<file path="src/rtl/ibex_pkg.sv">
// Shared types and constants for the register-file writeback buffer.
package ibex_pkg;

    localparam int unsigned RF_WB_ADDR_W        = 5;
    localparam int unsigned RF_WB_DATA_W        = 32;
    localparam int unsigned RF_WB_DEPTH_DEFAULT = 2;

    typedef struct packed {
        logic [RF_WB_ADDR_W-1:0] addr;
        logic [RF_WB_DATA_W-1:0] data;
    } rf_wb_entry_t;

endpackage

</file>
<file path="src/rtl/ibex_rf_wb_fwd_match.sv">
// Youngest-first match of one operand read address against the pending
// writeback entries, walking from the head (oldest) to the tail (youngest).
module ibex_rf_wb_fwd_match
    import ibex_pkg::*;
#(
    parameter int unsigned Depth     = RF_WB_DEPTH_DEFAULT,
    parameter int unsigned AddrWidth = RF_WB_ADDR_W,
    parameter int unsigned DataWidth = RF_WB_DATA_W,
    localparam int unsigned IdxWidth = $clog2(Depth),
    localparam int unsigned CntWidth = IdxWidth + 1
) (
    input  rf_wb_entry_t         entries_i [Depth],
    input  logic [IdxWidth-1:0]  head_i,
    input  logic [CntWidth-1:0]  count_i,
    input  logic [AddrWidth-1:0] raddr_i,
    output logic                 hit_o,
    output logic [DataWidth-1:0] rdata_o
);

    logic [IdxWidth-1:0] idx;

    // Later (younger) matches overwrite earlier ones; x0 never matches.
    always_comb begin
        hit_o   = 1'b0;
        rdata_o = '0;
        idx     = '0;
        for (int unsigned i = 0; i < Depth; i++) begin
            idx = head_i + IdxWidth'(i);
            if ((CntWidth'(i) < count_i) && (raddr_i != '0) &&
                (AddrWidth'(entries_i[idx].addr) == raddr_i)) begin
                hit_o   = 1'b1;
                rdata_o = DataWidth'(entries_i[idx].data);
            end
        end
    end

endmodule

</file>
<file path="src/rtl/ibex_rf_wb_buffer.sv">
// In-order writeback buffer that drains into SRAM port 2 when it is idle and
// forwards pending data to operand reads. Optional same-cycle bypass when the
// buffer is empty: define IBEX_RF_WB_BYPASS_EN.
module ibex_rf_wb_buffer
    import ibex_pkg::*;
#(
    parameter int unsigned DataWidth = RF_WB_DATA_W,
    parameter int unsigned Depth     = RF_WB_DEPTH_DEFAULT,
    parameter int unsigned AddrWidth = RF_WB_ADDR_W
) (
    input  logic                   clk_i,
    input  logic                   rst_ni,
    input  logic                   wb_we_i,
    input  logic [AddrWidth-1:0]   wb_waddr_i,
    input  logic [DataWidth-1:0]   wb_wdata_i,
    output logic                   wb_ready_o,
    input  logic                   sram_busy_i,
    output logic                   sram_we_o,
    output logic [AddrWidth-1:0]   sram_waddr_o,
    output logic [DataWidth-1:0]   sram_wdata_o,
    input  logic [AddrWidth-1:0]   fwd_raddr_a_i,
    input  logic [AddrWidth-1:0]   fwd_raddr_b_i,
    output logic                   fwd_hit_a_o,
    output logic [DataWidth-1:0]   fwd_rdata_a_o,
    output logic                   fwd_hit_b_o,
    output logic [DataWidth-1:0]   fwd_rdata_b_o,
    output logic                   empty_o,
    output logic [$clog2(Depth):0] count_o
);

    localparam int unsigned IdxWidth = $clog2(Depth);
    localparam int unsigned PtrWidth = IdxWidth + 1;

    logic [PtrWidth-1:0] wr_ptr_q, wr_ptr_d;
    logic [PtrWidth-1:0] rd_ptr_q, rd_ptr_d;
    logic [PtrWidth-1:0] count_q, count_d;
    rf_wb_entry_t        mem_q [Depth];
    rf_wb_entry_t        mem_d [Depth];

    logic [IdxWidth-1:0] wr_idx, rd_idx;
    logic                full, empty, enq, deq, bypass;

    // Wrap bit distinguishes full from empty when the index bits coincide.
    assign wr_idx = wr_ptr_q[IdxWidth-1:0];
    assign rd_idx = rd_ptr_q[IdxWidth-1:0];
    assign empty  = (wr_ptr_q == rd_ptr_q);
    assign full   = (wr_idx == rd_idx) && (wr_ptr_q[IdxWidth] != rd_ptr_q[IdxWidth]);

    always_comb begin
        bypass = 1'b0;
`ifdef IBEX_RF_WB_BYPASS_EN
        bypass = empty && !sram_busy_i && wb_we_i && (wb_waddr_i != '0);
`endif
        deq = !empty && !sram_busy_i;
        enq = wb_we_i && !full && (wb_waddr_i != '0) && !bypass;
    end

    // Pointer, count and storage update.
    always_comb begin
        wr_ptr_d = wr_ptr_q;
        rd_ptr_d = rd_ptr_q;
        count_d  = count_q;
        mem_d    = mem_q;
        if (enq) begin
            mem_d[wr_idx].addr = RF_WB_ADDR_W'(wb_waddr_i);
            mem_d[wr_idx].data = RF_WB_DATA_W'(wb_wdata_i);
            wr_ptr_d           = wr_ptr_q + PtrWidth'(1);
        end
        if (deq) begin
            rd_ptr_d = rd_ptr_q + PtrWidth'(1);
        end
        case ({enq, deq})
            2'b10:   count_d = count_q + PtrWidth'(1);
            2'b01:   count_d = count_q - PtrWidth'(1);
            default: count_d = count_q;
        endcase
    end

    // SRAM port 2 write: head entry when the port is free, else zeros.
    always_comb begin
        sram_we_o    = 1'b0;
        sram_waddr_o = '0;
        sram_wdata_o = '0;
        if (deq) begin
            sram_we_o    = 1'b1;
            sram_waddr_o = AddrWidth'(mem_q[rd_idx].addr);
            sram_wdata_o = DataWidth'(mem_q[rd_idx].data);
        end
`ifdef IBEX_RF_WB_BYPASS_EN
        if (bypass) begin
            sram_we_o    = 1'b1;
            sram_waddr_o = wb_waddr_i;
            sram_wdata_o = wb_wdata_i;
        end
`endif
    end

    always_ff @(posedge clk_i or negedge rst_ni) begin
        if (!rst_ni) begin
            wr_ptr_q <= '0;
            rd_ptr_q <= '0;
            count_q  <= '0;
            for (int unsigned i = 0; i < Depth; i++) begin
                mem_q[i] <= '0;
            end
        end else begin
            wr_ptr_q <= wr_ptr_d;
            rd_ptr_q <= rd_ptr_d;
            count_q  <= count_d;
            mem_q    <= mem_d;
        end
    end

    ibex_rf_wb_fwd_match #(
        .Depth    (Depth),
        .AddrWidth(AddrWidth),
        .DataWidth(DataWidth)
    ) u_fwd_a (
        .entries_i(mem_q),
        .head_i   (rd_idx),
        .count_i  (count_q),
        .raddr_i  (fwd_raddr_a_i),
        .hit_o    (fwd_hit_a_o),
        .rdata_o  (fwd_rdata_a_o)
    );

    ibex_rf_wb_fwd_match #(
        .Depth    (Depth),
        .AddrWidth(AddrWidth),
        .DataWidth(DataWidth)
    ) u_fwd_b (
        .entries_i(mem_q),
        .head_i   (rd_idx),
        .count_i  (count_q),
        .raddr_i  (fwd_raddr_b_i),
        .hit_o    (fwd_hit_b_o),
        .rdata_o  (fwd_rdata_b_o)
    );

    assign wb_ready_o = !full;
    assign empty_o    = empty;
    assign count_o    = count_q;

endmodule

</file>
<file path="config.mk">
export PLATFORM = sky130hd
export DESIGN_NAME = ibex_rf_wb_buffer
export DESIGN_NICKNAME = d
export VERILOG_FILES = /design/src/rtl/ibex_pkg.sv /design/src/rtl/ibex_rf_wb_fwd_match.sv /design/src/rtl/ibex_rf_wb_buffer.sv
export SDC_FILE = /design/constraint.sdc
export NUM_CORES = 1
export LEC_CHECK = 0
export BUFFER_PORTS_ARGS = -buffer_cell sky130_fd_sc_hd__buf_4
export CAP_MARGIN = 20
export CORE_MARGIN = 10
export CORE_UTILIZATION = 45
export CTS_CLUSTER_SIZE = 10
export DETAILED_ROUTE_END_ITERATION = 8
export GPL_TIMING_DRIVEN = 0
export MAX_ROUTING_LAYER = met4
export PLACE_DENSITY = 0.77
export SLEW_MARGIN = 25
export SYNTH_ARGS = -nofsm -noshare
export SYNTH_HDL_FRONTEND = slang
export SYNTH_SLANG_ARGS = --single-unit
export TNS_END_PERCENT = 50
</file>
<file path="constraint.sdc">
create_clock -name clk_i -period 2.46 [get_ports clk_i]
set_input_delay 0 -clock clk_i [delete_from_list [all_inputs] [get_ports clk_i]]
set_output_delay 0 -clock clk_i [all_outputs]
set_load 0.1 [all_outputs]
</file>
== Word-level counts from Yosys, hierarchy flattened ==
Cells that the tools add are included.
Storage, ports and cells
  bits in registers: 80
  output and inout port bits: 108
Cells by class
  $add $sub $neg: 5
  $lt $le $gt $ge: 6
  equality and inequality tests: 9
  multiplexer cells: 24
  bitwise gates (word level): 3
  reduce and logical (&&, ||, !) cells: 20
Operator list (number)
  two-way mux 37 bit: 7
  two-way mux 32 bit: 6
  bitwise mux 74 bit: 2
  demux 37 bit (select 1 bit): 2
  == test 5 bit: 4
  nonzero test 5 bit: 3
  logical AND 1 bit: 13
  adder 2 x 1 -> 2 bit (second input constant): 3
  >= comparator 2 bit (second input constant): 3
  NOT 1 -> 2 bit: 3
  two-way mux 1 bit: 5
  two-way mux 5 bit: 1
  < comparator 1 x 2 -> 1 bit (first input constant): 2
  one-hot mux 2 bit (2 select lines): 1
  zero test 1 bit: 3
  == test 2 x 1 -> 1 bit (second input constant): 1
  == test 2 bit: 1
  == test 2 bit (second input constant): 1
  < comparator 2 x 1 -> 1 bit (second input constant): 1
  nonzero test 2 bit: 1
  subtractor 2 x 1 -> 2 bit (second input constant): 1
  adder 1 bit (second input constant): 1
  == test 1 bit: 1
  != test 1 bit: 1

== Longest topological paths before layout ==
Gate-level depths: netlist of run 1.
  depth in word-level cells: 8
  gate-level depth with buffers: 9
  mapped depth without buffers: 7

== Cells and area by module ==
Synthesis of run 1 repeated with hierarchy kept, for this count alone.
Unflattened totals
  cell total of the unflattened synthesis: 711
  area total of the unflattened synthesis: 6496.2 um^2
Modules (own cells, without submodules)
  ibex_rf_wb_buffer: instances 1, cells an instance 269, area an instance 3831.2 um^2, seq. area each 2001.9 um^2
  ibex_rf_wb_fwd_match: instances 2, cells an instance 221, area an instance 1332.5 um^2, seq. area each 0.0 um^2

== Worst setup path after synthesis of run 1 ==
No wires, ideal clock.
  path type: register to register
  start: reg rd_ptr_q[0]
  end: reg count_q[0] (netlist: count_o[0])
  setup time: 159 ps
  arrival time: 3629 ps
  path slack: -1329 ps
  stages on the path, launching flop included: 9
  path buffers: 2
  clock period less this slack: 3789 ps
  cells stage by stage: dfrtp_1 > buf_6 > xor2_1 > nor2_1 > or2_2 > clkbuf_1 > inv_1 > ha_1 > xnor2_1
RTL lines
  start, declared: line ibex_rf_wb_buffer.sv:35  | logic [PtrWidth-1:0] rd_ptr_q, rd_ptr_d;
  start signal, assigned: line ibex_rf_wb_buffer.sv:108  | rd_ptr_q <= rd_ptr_d;
  == test 2 bit (*): line ibex_rf_wb_buffer.sv:46  | assign empty = (wr_ptr_q == rd_ptr_q);
  via empty_o: line ibex_rf_wb_buffer.sv:27  | output logic empty_o,
  zero test 1 bit (*): line ibex_rf_wb_buffer.sv:54  | deq = !empty && !sram_busy_i;
  logical AND 1 bit (*): line ibex_rf_wb_buffer.sv:54
  == test 2 x 1 -> 1 bit or == test 2 bit (tied branches): line ibex_rf_wb_buffer.sv:72  | case ({enq, deq})
  one-hot mux 2 bit (2 select lines) or nonzero test 2 bit (tied branches)
  end signal, assigned: line ibex_rf_wb_buffer.sv:109  | count_q <= count_d;
  end, declared: line ibex_rf_wb_buffer.sv:36  | logic [PtrWidth-1:0] count_q, count_d;
The timed path passes the listed nets; every way through them passes the cells marked *.
A chain may end at the register's enable or synchronous reset.

== Worst setup path in the final report of run 1 ==
  start: reg rd_ptr_q[0]
  end: out fwd_rdata_a_o[22]
Between the ends
  longest elaborated chain between the ends: 8
Ends and longest elaborated chain
  adder 1 bit or NOT 1 -> 2 bit (tied branches): line ibex_rf_wb_fwd_match.sv:28, ibex_rf_wb_fwd_match.sv:30, ibex_rf_wb_fwd_match.sv:32
  NOT 1 -> 2 bit (implied by the code) or two-way mux 37 bit (tied branches): line ibex_rf_wb_fwd_match.sv:30, ibex_rf_wb_fwd_match.sv:32
  two-way mux 37 bit (on tied branches) (2 in a row): line ibex_rf_wb_fwd_match.sv:30, ibex_rf_wb_fwd_match.sv:32
  two-way mux 37 bit (implied by the code) or == test 5 bit (tied branches): line ibex_rf_wb_fwd_match.sv:30  | (AddrWidth'(entries_i[idx].addr) == raddr_i)) begin
  == test 5 bit or logical AND 1 bit (tied branches): line ibex_rf_wb_fwd_match.sv:30, ibex_rf_wb_fwd_match.sv:29
  logical AND 1 bit or two-way mux 32 bit (tied branches): line ibex_rf_wb_fwd_match.sv:29  | if ((CntWidth'(i) < count_i) && (raddr_i != '0) &&
  two-way mux 32 bit (*): line ibex_rf_wb_fwd_match.sv:29
  end, declared: line ibex_rf_wb_buffer.sv:24  | output logic [DataWidth-1:0] fwd_rdata_a_o,
Mark *: on every way between the ends. The rest lies on a longest branch, timed or not. The select of a mux whose other input is x is not followed.

==> run metrics, run 1 <==
drt total wl between 15000 and 20000 um; Num Clock Sinks 80; Max stage delay on crit path 460 ps; TritonRoute pass-1 iters 4; first-pass GRT wire length 26100 um; final estimated routing congestion in global placement around 0.86; cell taking the most area after synthesis dfrtp_1; clk_skew about 14 ps; setup TNS -27290 ps; Req. time, crit path between 2000 and 2500 ps; worst min-delay path category in -> reg; final worst path period need roughly 2900 ps; unrepaired setup endpoints after global routing yes; CTS tree yes; FFs w/ async S/R, synth 1.00; layout cells sized above 1 0.674; actual slew at the worst max-slew pin roughly 750 ps; Initial Util 0.458; failing checks negative setup slack; worst slack at placement -464 ps; Final Max Slew Viols 0; type of the worst setup path reg -> out; Clock Latency Late Sink roughly 370 ps; Slowest-stage cell, CP dfrtp_2; Bufs on Longest Clock Path 2; vias per inst a little under 6; Port-buffer cells 158; initial antenna violation count 0; post-synthesis cell count between 300 and 400; Net Count, Synth 450; DR vias ~4400; status finished with violations; clock slew at reported path FFs 90 ps; Synth Register Bits 80; Syn. warnings 0; row cnt 37; H-tree depth 3; detailed placement HPWL ~11000 um; endpoints failing hold 0; Worst path most repeated cell buf_8; post-route setup slack -485 ps; Max-Cap Viols 0; final setup vio count 65; Post-synth EDFFs 0; Tot GR Track Use 0.231; Worst slew margin 0.498; routed len/inst roughly 25 um; final cycle utilization of the critical path 1.20; vias in the first global route about 4700; Data arrival, critical path 2950 ps; Layout area overhead 82.2%; Yosys cell types 35; top post-synthesis cells by area dfrtp_1, mux2_2, a22o_1, mux2i_1, nor2_1; pin count of the biggest net entering global routing 81; CTS buffer count 9; # IOs ~160; Yosys top cell area share 0.427; Core Area about 0.010 sq mm; critical path launch point type register; Detail Route Antenna Nets 0; fmax 0.340 GHz; Net count, final between 600 and 700; Top FF cell, synth dfrtp_1; Post-Syn Area about 0.0047 sq mm; drt drc 0; register area share after synthesis 0.427; Syn Area/Cell 11.8 sq um; First DRT Iteration DRCs 310; die width 122 um; Die Ht roughly 120 um; Fillers 517; Critical Path End Type output pin; CP cell instances clkbuf_16 > mux2i_4 > xor2_1 > nand4_1 > a211oi_2 > mux2_4 > buf_8 > a22o_2 > buf_8; crit-path max FO 10; die area 0.0149 sq mm; Clock Root Buffer clkbuf_8; gr ovfl total 0
## logic make-up after synthesis
kind of cell,Yosys count,synth area share
buffers and inverters,34,0.0437
flip-flops,80,0.427
multiplexers,120,0.279
AND/OR/NAND/NOR,61,0.0616
adder cells (fa/ha/maj),3,0.00800
AO/OA/AOI/OAI,74,0.136
XOR/XNOR,24,0.0448
## worst max-delay path: cells and delay by family (launching register included)
family / cells / cell delay (ps)
compound gates: 2 / 460
xor+xnor: 1 / 220
buf+inv: 3 / 580
flops: 1 / 460
mux: 2 / 610
simple gates: 1 / 230
## routing by layer
metal / wire [um] / vias to the layer above / GRT usage
met1: 7620 / 2253 / 0.282
met5: 0 / - / -
li1: - / 1906 / -
met4: 479 / 0 / 0.0935
met3: 1300 / 38 / 0.0500
met2: 9940 / 202 / 0.364
## synthesized netlist by cell type (2+ instances only)
cell       n
dfrtp_1   80
mux2_2    79
a22o_1    64
mux2i_1   39
nor2_1    37
xnor2_1   12
xor2_1    12
buf_4     11
inv_1      6
buf_2      5
buf_1      4
buf_6      4
clkbuf_1   4
nand2_1    4
nor3_1     4
ha_1       3
nand2b_1   3
nor4_1     3
a21oi_1    2
and2_1     2
mux2_4     2
nand4_1    2
o21bai_1   2
## path summary, 6_finish.rpt
check,from,endpoint,slack [ps],cells after the start
min in group asynchronous,rst_ni,mem_q[47]$_DFFE_PN0P_,210,2
worst max register to register,rd_ptr_q[0]$_DFFE_PN0N_,mem_q[48]$_DFFE_PN0P_,30,8
worst min-delay path,wb_we_i,wr_ptr_q[0]$_DFFE_PN0P_,9,3
worst max-delay path,rd_ptr_q[0]$_DFFE_PN0N_,fwd_rdata_a_o[22],-490,9
worst min register to register,wr_ptr_q[1]$_DFFE_PN0P_,wr_ptr_q[1]$_DFFE_PN0P_,490,1
max in group asynchronous,rst_ni,count_o[1]$_DFFE_PN0P_,1670,2
## metrics by stage
stage | hold slack, ps | area [sq um] | cells | util
final | 9.02 | 8550 | 759 | 0.836
after floorplan | -296 | 5030 | 396 | -
after CTS | 15.1 | 7640 | 752 | 0.746
after detailed placement | 242 | 6380 | 690 | 0.624
after global routing | 14.7 | 8550 | 758 | 0.835
after global placement | 226 | 6380 | 690 | 0.624
## flip-flops by register name, indices dropped and copies added, names as in the netlist
signal and cells:
mem_q 74, wr_ptr_q 2, count_o 2, rd_ptr_q 2
## timing repair
action	4_1_cts	5_1_grt
gates cloned	1	1
resized for setup	142	184
pin swaps	7	10
endpoints found under the hold margin	154	0
hold buffers	38	0
setup buffers	7	5
endpoints found under the setup margin	123	148
## placed cells by master (no fill, tap or decap), types with 11 or more instances in the layout
cell	n
a22o_2	35
a22o_4	26
buf_12	57
buf_4	75
buf_6	36
buf_8	25
clkbuf_8	11
dfrtp_1	77
dlygate4sd3_1	38
mux2_2	76
mux2i_1	32
nor2_4	31
xnor2_1	11
xor2_1	11
## cell type report
cell class | instances | area (sq um) | share of cell area
Antenna cell | 1 | 2.50 | 0.000293
Buffer | 28 | 349 | 0.0408
Clock buffer | 11 | 151 | 0.0177
Clock inverter | 5 | 53.8 | 0.00629
Inverter | 6 | 26.3 | 0.00307
Multi-Input combinational cell | 282 | 3190 | 0.374
Sequential cell | 80 | 2010 | 0.235
Tap cell | 136 | 170 | 0.0199
Timing Repair Buffer | 210 | 2590 | 0.303
Power of run 1 is not shown: default switching activity piles up to over one toggle a cycle in this logic, so the estimate is an artifact.
==> run 2: changes to the inputs <==
ABC_AREA = 1   (was not set)
PLACE_DENSITY = 0.74   (was 0.77)
==> run 2 against run 1 <==
Effect of this change: the flow now finishes without violations; non-clock buffer count grew 33; first-iteration DRC count grew to 3.0 times the previous value; register-to-register slack gained 400 ps; maximum frequency grew 20%; final area grew 3.2%; die area grew 22%; highest routed layer unchanged.
==> run metrics, run 2 <==
detailed placement HPWL 17700 um (was 11000 um); Num Clock Sinks 80 (unchanged); CTS tree yes (unchanged); Net count, final 1206 (was 671); type of the worst setup path reg -> out (unchanged); DR vias 7712 (was 4399); Final Max Slew Viols 0 (unchanged); crit path from rd_ptr_q[0]$_DFFE_PN0N_ (unchanged); FF-to-FF setup slack 430 ps (was 30 ps); Bufs on Longest Clock Path 2 (unchanged); Post-Syn Area 0.00594 sq mm (was 0.00469 sq mm); status finished, final reports clean (was finished with violations); First DRT Iteration DRCs 922 (was 310); Critical Path End Type output pin (unchanged); Synth Register Bits 80 (unchanged); most common cell after layout, fill and taps aside nand2_1 (was dfrtp_1); initial antenna violation count 0 (unchanged); final worst path period need 2460 ps (was 2950 ps); vias per inst 5.80 (about the same); fmax 0.407 GHz (was 0.340 GHz); endpoints failing hold 0 (unchanged); Layout area overhead 48.5% (was 82.2%); Final Instance Area 0.00882 sq mm (was 0.00855 sq mm); die area 0.0182 sq mm (was 0.0149 sq mm); drt drc 0 (unchanged); clk_skew 11.7 ps (was 13.9 ps); crit-path max FO 10 (unchanged); # IOs 159 (unchanged); Clock Latency Late Sink 360 ps (was 370 ps); Yosys cell types 23 (was 35); pin count of the biggest net entering global routing 81 (unchanged); Initial Util 0.465 (was 0.458); area of the multi-input gates 0.00332 sq mm (was 0.00319 sq mm); cell taking the most area after synthesis dfrtp_1 (unchanged); setup TNS 0 ps (was -27290 ps); H-tree depth 3 (unchanged); worst r2r path cells 8 (unchanged); most frequent cells in the layout nand2_1, nand3_1, buf_4 (was dfrtp_1, mux2_2, buf_4); die width 135 um (was 122 um); gr ovfl total 0 (unchanged); Reg with most FFs mem_q (unchanged); Data arrival, critical path 2460 ps (was 2950 ps); Syn. warnings 0 (unchanged); Hold Path Depth 4 (was 3); reg-to-reg critical path endpoint count_o[0]$_DFFE_PN0P_ (was mem_q[48]$_DFFE_PN0P_); row cnt 41 (was 37); Net Count, Synth 993 (was 450); Max-Cap Viols 0 (unchanged); Core Area 0.0128 sq mm (was 0.0102 sq mm); final estimated routing congestion in global placement 0.948 (was 0.864); final setup vio count 0 (was 65); Req. time, crit path 2460 ps (about the same); register area share after synthesis 0.337 (was 0.427); Tot GR Track Use 0.275 (was 0.231); Worst slew margin 0.491 (was 0.498); drt total wl 25800 um (was 19300 um); first-pass GRT wire length 38600 um (was 26100 um); Syn Area/Cell 6.33 sq um (was 11.8 sq um); Port-buffer cells 158 (unchanged); Detail Route Antenna Nets 0 (unchanged); Top FF cell, synth dfrtp_1 (unchanged); Fillers 1065 (was 517); most common cell in the netlist nand2_1 (was dfrtp_1); TritonRoute pass-1 iters 6 (was 4); actual slew at the worst max-slew pin 763 ps (was 753 ps); max reg flops 74 (unchanged); Post-synth EDFFs 0 (unchanged); worst min-delay path category in -> reg (unchanged); Clock Root Buffer clkbuf_16 (was clkbuf_8); Inserted Diodes 0 (was 1); CTS buffer count 9 (unchanged); hold_ws 59.7 ps (was 9.02 ps); FFs w/ async S/R, synth 1.00 (unchanged); Yosys top cell area share 0.337 (was 0.427); Worst setup endpoint fwd_rdata_b_o[30] (was fwd_rdata_a_o[22]); HP Start wb_we_i (unchanged); clock slew at reported path FFs 70 ps (was 90 ps); final cycle utilization of the critical path 0.999 (was 1.20); worst reg2reg path startpoint rd_ptr_q[0]$_DFFE_PN0N_ (unchanged); top post-synthesis cells by area dfrtp_1, nand2_1, nand3_1, o21ai_0, nand4_1 (was dfrtp_1, mux2_2, a22o_1, mux2i_1, nor2_1); vias in the first global route 7210 (was 4675); most frequent cells after synthesis nand2_1, nand3_1, o21ai_0 (was dfrtp_1, mux2_2, a22o_1); sequential cell area 0.00200 sq mm (was 0.00201 sq mm); Die Ht 135 um (was 122 um); critical path launch point type register (unchanged); routed len/inst 19.4 um (was 25.5 um); unrepaired setup endpoints after global routing yes (unchanged); layout cells sized above 1 0.259 (was 0.674); post-synthesis cell count 939 (was 396); Cell Area, Placed 0.00743 sq mm (was 0.00638 sq mm)
run 2: layout make-up:
class / count / area share
plain buffers: 69 / 0.0451
inverters: 99 / 0.0421
flip-flops and latches: 80 / 0.227
clock inverters: 6 / 0.0111
clock buffers: 10 / 0.0271
repair buffers: 202 / 0.247
multi-input cells: 691 / 0.377
well taps: 172 / 0.0244
run 2: worst min path at each step:
stage | endpoint | slack [ps]
after detailed placement | mem_q[14]$_DFFE_PN0P_ | 220
after floorplan | count_o[0]$_DFFE_PN0P_ | -300
final | wr_ptr_q[0]$_DFFE_PN0P_ | 60
after CTS | wr_ptr_q[0]$_DFFE_PN0P_ | 70
after global placement | mem_q[19]$_DFFE_PN0P_ | 220
after global routing | wr_ptr_q[0]$_DFFE_PN0P_ | 80
run 2: through the flow:
step                      utilization  instances  setup WS (ps)
final                           0.691       1329           3.29
after global routing            0.691       1329          -45.9
after CTS                       0.647       1323           4.28
after detailed placement        0.582       1269            286
after global placement          0.582       1269            326
after floorplan                     -        939           -177
run 2: logic make-up after synthesis:
| group | after synthesis | share of synthesized area |
|---|---|---|
| simple gates | 573 | 0.431 |
| buf+inv | 168 | 0.126 |
| compound gates | 109 | 0.0918 |
| flops | 80 | 0.337 |
| xor+xnor | 6 | 0.00884 |
| fa+ha+maj | 3 | 0.00632 |
run 2: critical path, stage by stage (launching register included):
cell      delay [ps]
dfrtp_1          390
buf_6            160
buf_4            190
nand2_1           80
nand2_1          110
nand2_1           80
nand4_1          170
nor2_4           170
buf_12           150
clkbuf_4         190
nand3_1           90
nand2_2          130
buf_12           180
run 2: metal layers:
metal,share of wire,vias up,GRT usage
met1,0.39,3559,0.345
met4,0.035,0,0.118
li1,-,3487,-
met2,0.46,560,0.412
met3,0.11,106,0.0668
met5,0,-,-
run 2: repair_timing:
action	CTS	global route
endpoints found under the hold margin	154	0
pin swaps	0	4
endpoints found under the setup margin	33	76
hold buffers	38	0
resized for setup	31	130
gates cloned	0	2
buffers inserted	0	4
Power of run 2 is left out for the same reason.
